--- config.mk ---
export PLATFORM = sky130hd
export DESIGN_NAME = seq_detect_param
export DESIGN_NICKNAME = d
export VERILOG_FILES = /design/src/rtl/seq_detect_param.sv
export SDC_FILE = /design/constraint.sdc
export NUM_CORES = 1
export LEC_CHECK = 0
export CORE_ASPECT_RATIO = 0.8
export CORE_MARGIN = 8
export CORE_UTILIZATION = 49
export DETAILED_ROUTE_END_ITERATION = 12
export PLACE_DENSITY = 0.86
export SYNTH_ARGS = -nofsm -noshare
export SYNTH_HDL_FRONTEND = slang
export SYNTH_SLANG_ARGS = --single-unit
--- constraint.sdc ---
create_clock -name clk -period 2.3 [get_ports clk]
set_input_delay 0.345 -clock clk [delete_from_list [all_inputs] [get_ports clk]]
set_output_delay 0.345 -clock clk [all_outputs]
set_load 0.01 [all_outputs]
--- src/rtl/seq_detect_param.sv ---
// Serial pattern detector with runtime-loadable pattern, overlap control and a
// saturating match counter. Moore output pulses one cycle after the final bit.
module seq_detect_param #(
   parameter int unsigned     N         = 4,
   parameter logic [N-1:0]    RESET_PAT = N'(4'b1001),
   parameter int unsigned     CNT_W     = 8
) (
   input  logic             clk,
   input  logic             rst_n,
   input  logic             in,
   input  logic             in_valid,
   input  logic             overlap,
   input  logic             pat_load,
   input  logic [N-1:0]     pat_in,
   input  logic             count_clr,
   output logic             out,
   output logic [CNT_W-1:0] match_cnt
);

   localparam int unsigned      FW        = $clog2(N + 1);
   localparam logic [FW-1:0]    FILL_FULL = FW'(N);

   logic [N-1:0]     r_pat;
   logic [N-1:0]     r_hist;
   logic [FW-1:0]    r_fill;
   logic             r_out;
   logic [CNT_W-1:0] r_cnt;

   logic [N-1:0]     w_hist_nx;
   logic [FW-1:0]    w_fill_nx;
   logic             w_match;

   // A load edge never produces a match: the sampled bit is discarded.
   always_comb begin
      w_hist_nx = {r_hist[N-2:0], in};
      w_fill_nx = (r_fill == FILL_FULL) ? FILL_FULL : r_fill + 1'b1;
      w_match   = in_valid && !pat_load &&
                  (w_fill_nx == FILL_FULL) && (w_hist_nx == r_pat);
   end

   always_ff @(posedge clk) begin
      if (!rst_n) begin
         r_pat  <= RESET_PAT;
         r_hist <= '0;
         r_fill <= '0;
         r_out  <= 1'b0;
         r_cnt  <= '0;
      end else begin
         r_out <= w_match;

         if (pat_load) begin
            r_pat  <= pat_in;
            r_hist <= '0;
            r_fill <= '0;
         end else if (in_valid) begin
            r_hist <= w_hist_nx;
            if (w_match)
               r_fill <= overlap ? FILL_FULL : '0;
            else
               r_fill <= w_fill_nx;
         end

         if (count_clr)
            r_cnt <= '0;
         else if (w_match && (r_cnt != '1))
            r_cnt <= r_cnt + 1'b1;
      end
   end

   assign out       = r_out;
   assign match_cnt = r_cnt;

endmodule

==> parameters.txt <==
Parameter                              Value

Min path
  Tightest Hold Check Type ... flip-flop to flip-flop
  Origin of the worst min-delay path ... r_fill[1]
  Cell depth of the worst hold path ... 2

Placed design
  Placed Instances ... 150
  Port-buffer cells ... 19
  Routability congestion estimate from global placement ... 0.812
  Final HPWL from detailed placement ... 1640 µm

Timing
  Hold Vio Cnt, Final ... 0
  Part of the cycle the worst path needs ... 90.7%
  Count of final max-slew check failures ... 0
  Final hold slack ... 517 ps
  Slew at the pin closest to its max-slew limit ... 416 ps
  Setup Skew ... 9.00 ps
  Fmax achieved ... 0.479 GHz
  Max_slew headroom ... 71.9%
  Post-route minimum period ... 2090 ps
  Setup repair after global routing missed its margin ... no
  Final count of negative-setup-slack endpoints ... 0

Cells and area
  Share of final-layout standard cells stronger than drive strength 1 ... 9.16%
  Number of inserted filler cells in the final layout ... 159
  Final std cells w/o fill ... 155
  Layout overhead on the synthesized area ... 28.5%
  Antenna Cells ... 0
  Final layout net count ... 146

Logic synthesis
  Largest area contributor in the synthesized netlist ... sky130_fd_sc_hd__dfxtp_1
  Main combinational cell family by area after synthesis ... simple AND/OR/NAND/NOR gates
  Post-synth EDFFs ... 0
  Post-Syn Instances ... 107
  Net Count, Synth ... 121
  Synth Area per Inst ... 8.75 µm²
  Synth Warn # ... 0
  Adder and majority cell fraction of the synthesized area ... 4.01%
  Share of synthesized cell area in and, or, nand and nor gates ... 27.0%
  Async S/R FF share, synth ... 0%
  Flip-flop cell with the highest count after synthesis ... sky130_fd_sc_hd__dfxtp_1
  Leading cell types by total area after synthesis ... sky130_fd_sc_hd__dfxtp_1, sky130_fd_sc_hd__mux2i_1, sky130_fd_sc_hd__nor2_1, sky130_fd_sc_hd__a21oi_1, sky130_fd_sc_hd__ha_1
  Flip-flop and latch count after synthesis ... 19
  Most instantiated library cell after synthesis ... sky130_fd_sc_hd__dfxtp_1
  Post-synthesis instance area ... 936 µm²
  Cell types with the highest counts after synthesis ... sky130_fd_sc_hd__dfxtp_1, sky130_fd_sc_hd__nor2_1, sky130_fd_sc_hd__nand2_1, sky130_fd_sc_hd__mux2i_1, sky130_fd_sc_hd__a21oi_1
  Sequential share of the synthesized area ... 40.6%
  Post-synth cell types ... 31
  Xor and xnor fraction of the mapped netlist area ... 3.74%
  Multiplexer area fraction after synthesis ... 9.63%
  Yosys top cell area share ... 40.6%
  Compound-Gate Fraction of Synth Area ... 12.2%

Clock network
  Post-CTS resize count ... 0
  Setup bufs post-CTS ... 0
  TritonCTS Buffers ... 3
  Max Root-Sink Buffers ... 2
  TritonCTS clock tree ... yes
  Clock Sink Count ... 19
  Number of hold buffers added after CTS ... 0
  Clk_lat worst skew ... 310 ps
  Deepest level of the CTS H-tree ... 1
  Clock-pin transition on the worst setup and hold timing paths ... 120 ps
  CTS root buffer ... sky130_fd_sc_hd__clkbuf_4

Floorplan
  Std-Cell Core Area ... 0.00184 mm²
  Die Y ... 55.1 µm
  Starting density of the core ... 50.9%
  I/O pin count ... 20
  Die extent in x ... 64.9 µm
  Number of rows created at floorplan ... 14
  Die area ... 0.00357 mm²

Global route
  Initial antenna violation count ... 0
  Overflow left after global routing ... 0
  Maximum number of pins on one net before global-route repair ... 12
  Global Route Usage Sum ... 12.9%
  Via count of the first global-routing pass ... 828
  Wire length of the first global-routing pass ... 3580 µm

Setup path
  Kind of start point of the critical path ... flip-flop
  Crit. Startpoint ... r_fill[0]
  CP Data Required Time ... 2540 ps
  Nature of the critical path endpoint ... flip-flop
  Logic depth of the worst register-to-register path ... 8
  Critical path arrival ... 2330 ps
  Worst Path Max Fanout ... 9
  Launch point of the worst reg-to-reg path ... r_fill[0]
  Worst Setup Path Type ... flip-flop to flip-flop

Detailed routing
  Via-to-Cell Ratio ... 5.53
  Antenna viol nets, final ... 0
  Total number of vias ... 857
  1st-iter DRT viols ... 39
  Number of remaining DRC errors ... 0
  Mean routed wirelength per cell ... 13.9 µm
  Total length of routed wires ... 2160 µm
  Length of the first detailed-routing pass in iterations ... 4

Pwr
  Fraction of power consumed by sequential logic ... 59.4%
  Switching power total ... 140 µW
  Share of total power in combinational logic ... 10.1%
  Total power density per cell area ... 477 mW/mm²
  Cell internal pwr ... 434 µW
  Switching share of power ... 24.5%
  Static Leak ... 0.000450 µW
  Clock network fraction of total power ... 30.5%
  Largest vdd supply drop ... 0.000347 V

Flow run
  Count of max-cap constraint violations ... 0

Run status
  Run status ... finished, final reports clean
==> worst max-delay path: stages (launching register included) <==
cell and delay, ps:
sky130_fd_sc_hd__dfxtp_1 350, sky130_fd_sc_hd__inv_1 60, sky130_fd_sc_hd__ha_1 190, sky130_fd_sc_hd__and3b_1 210, sky130_fd_sc_hd__nor4_2 250, sky130_fd_sc_hd__nand4_1 120
sky130_fd_sc_hd__buf_4 180, sky130_fd_sc_hd__or4_1 500, sky130_fd_sc_hd__a21oi_1 150
==> through the flow <==
stage | setup WS [ps] | TNS (ps) | area, µm² | power, µW | util (%)
after global routing | 96.6 | 0 | 1200 | 597 | 65.4
final | 213 | 0 | 1200 | 574 | 65.4
after CTS | 123 | 0 | 1190 | 577 | 65.0
after floorplan | 388 | 0 | 936 | 379 | -
after global placement | 6.50 | 0 | 1170 | 403 | 63.5
after detailed placement | -52.7 | -126 | 1170 | 406 | 63.5
==> layout by cell type, fill, tap and decap left out, drive strengths merged, types with 2 or more instances in the layout <==
master         count
ha                 3
nand2             10
o21ai              3
nor2              13
nor2b              3
buf                5
nand2b             3
clkdlybuf4s50     19
mux2i              9
nor3               3
or4                2
clkbuf             3
a21oi              8
dfxtp             19
nand3              5
inv                2
o31ai              3
xor2               4
==> final timing paths <==
check                      end  slack (ps)
hold / removal       r_fill[1]         520
setup reg to reg  match_cnt[3]         210
hold reg to reg      r_fill[1]         520
setup / recovery  match_cnt[3]         210
==> power groups by stage <==
stage	logic (µW)	clock network [µW]	registers, µW
floorplan	31.9	0	347
global placement	55.2	0	348
detailed placement	57.7	0	348
CTS	58.0	178	341
global route	63.9	191	342
finish	57.9	175	341
==> cells by family (layout without fill, tap and decap cells) <==
group | after synthesis | count (layout)
AND/OR/NAND/NOR | 48 | 48
flip-flops | 19 | 19
AO/OA/AOI/OAI | 18 | 18
multiplexers | 9 | 9
buffers and inverters | 6 | 30
XOR/XNOR | 4 | 4
adder cells (fa/ha/maj) | 3 | 3
==> final cells by class <==
type	instances	area (µm²)	share of cell area, %
repair buffers	24	228	18.9
clock buffers	3	22.5	1.87
well taps	24	30.0	2.50
clock inverters	1	5.00	0.416
multi-input cells	82	529	44.0
flip-flops and latches	19	380	31.6
inverters	2	7.51	0.624
==> flip-flops by register name (all words and copies together) (netlist names) <==
name / flops
match_cnt: 8
r_pat: 4
r_fill: 3
r_hist: 3
out: 1
==> layer usage <==
metal	share of wire [%]	global-route usage, %	vias up
li1	-	-	424
met5	0	0	-
met1	43	14.6	397
met4	2.7	10.8	0
met3	6.1	2.82	7
met2	48	21.4	29
No activity file was read; power rests on OpenSTA's default activity.
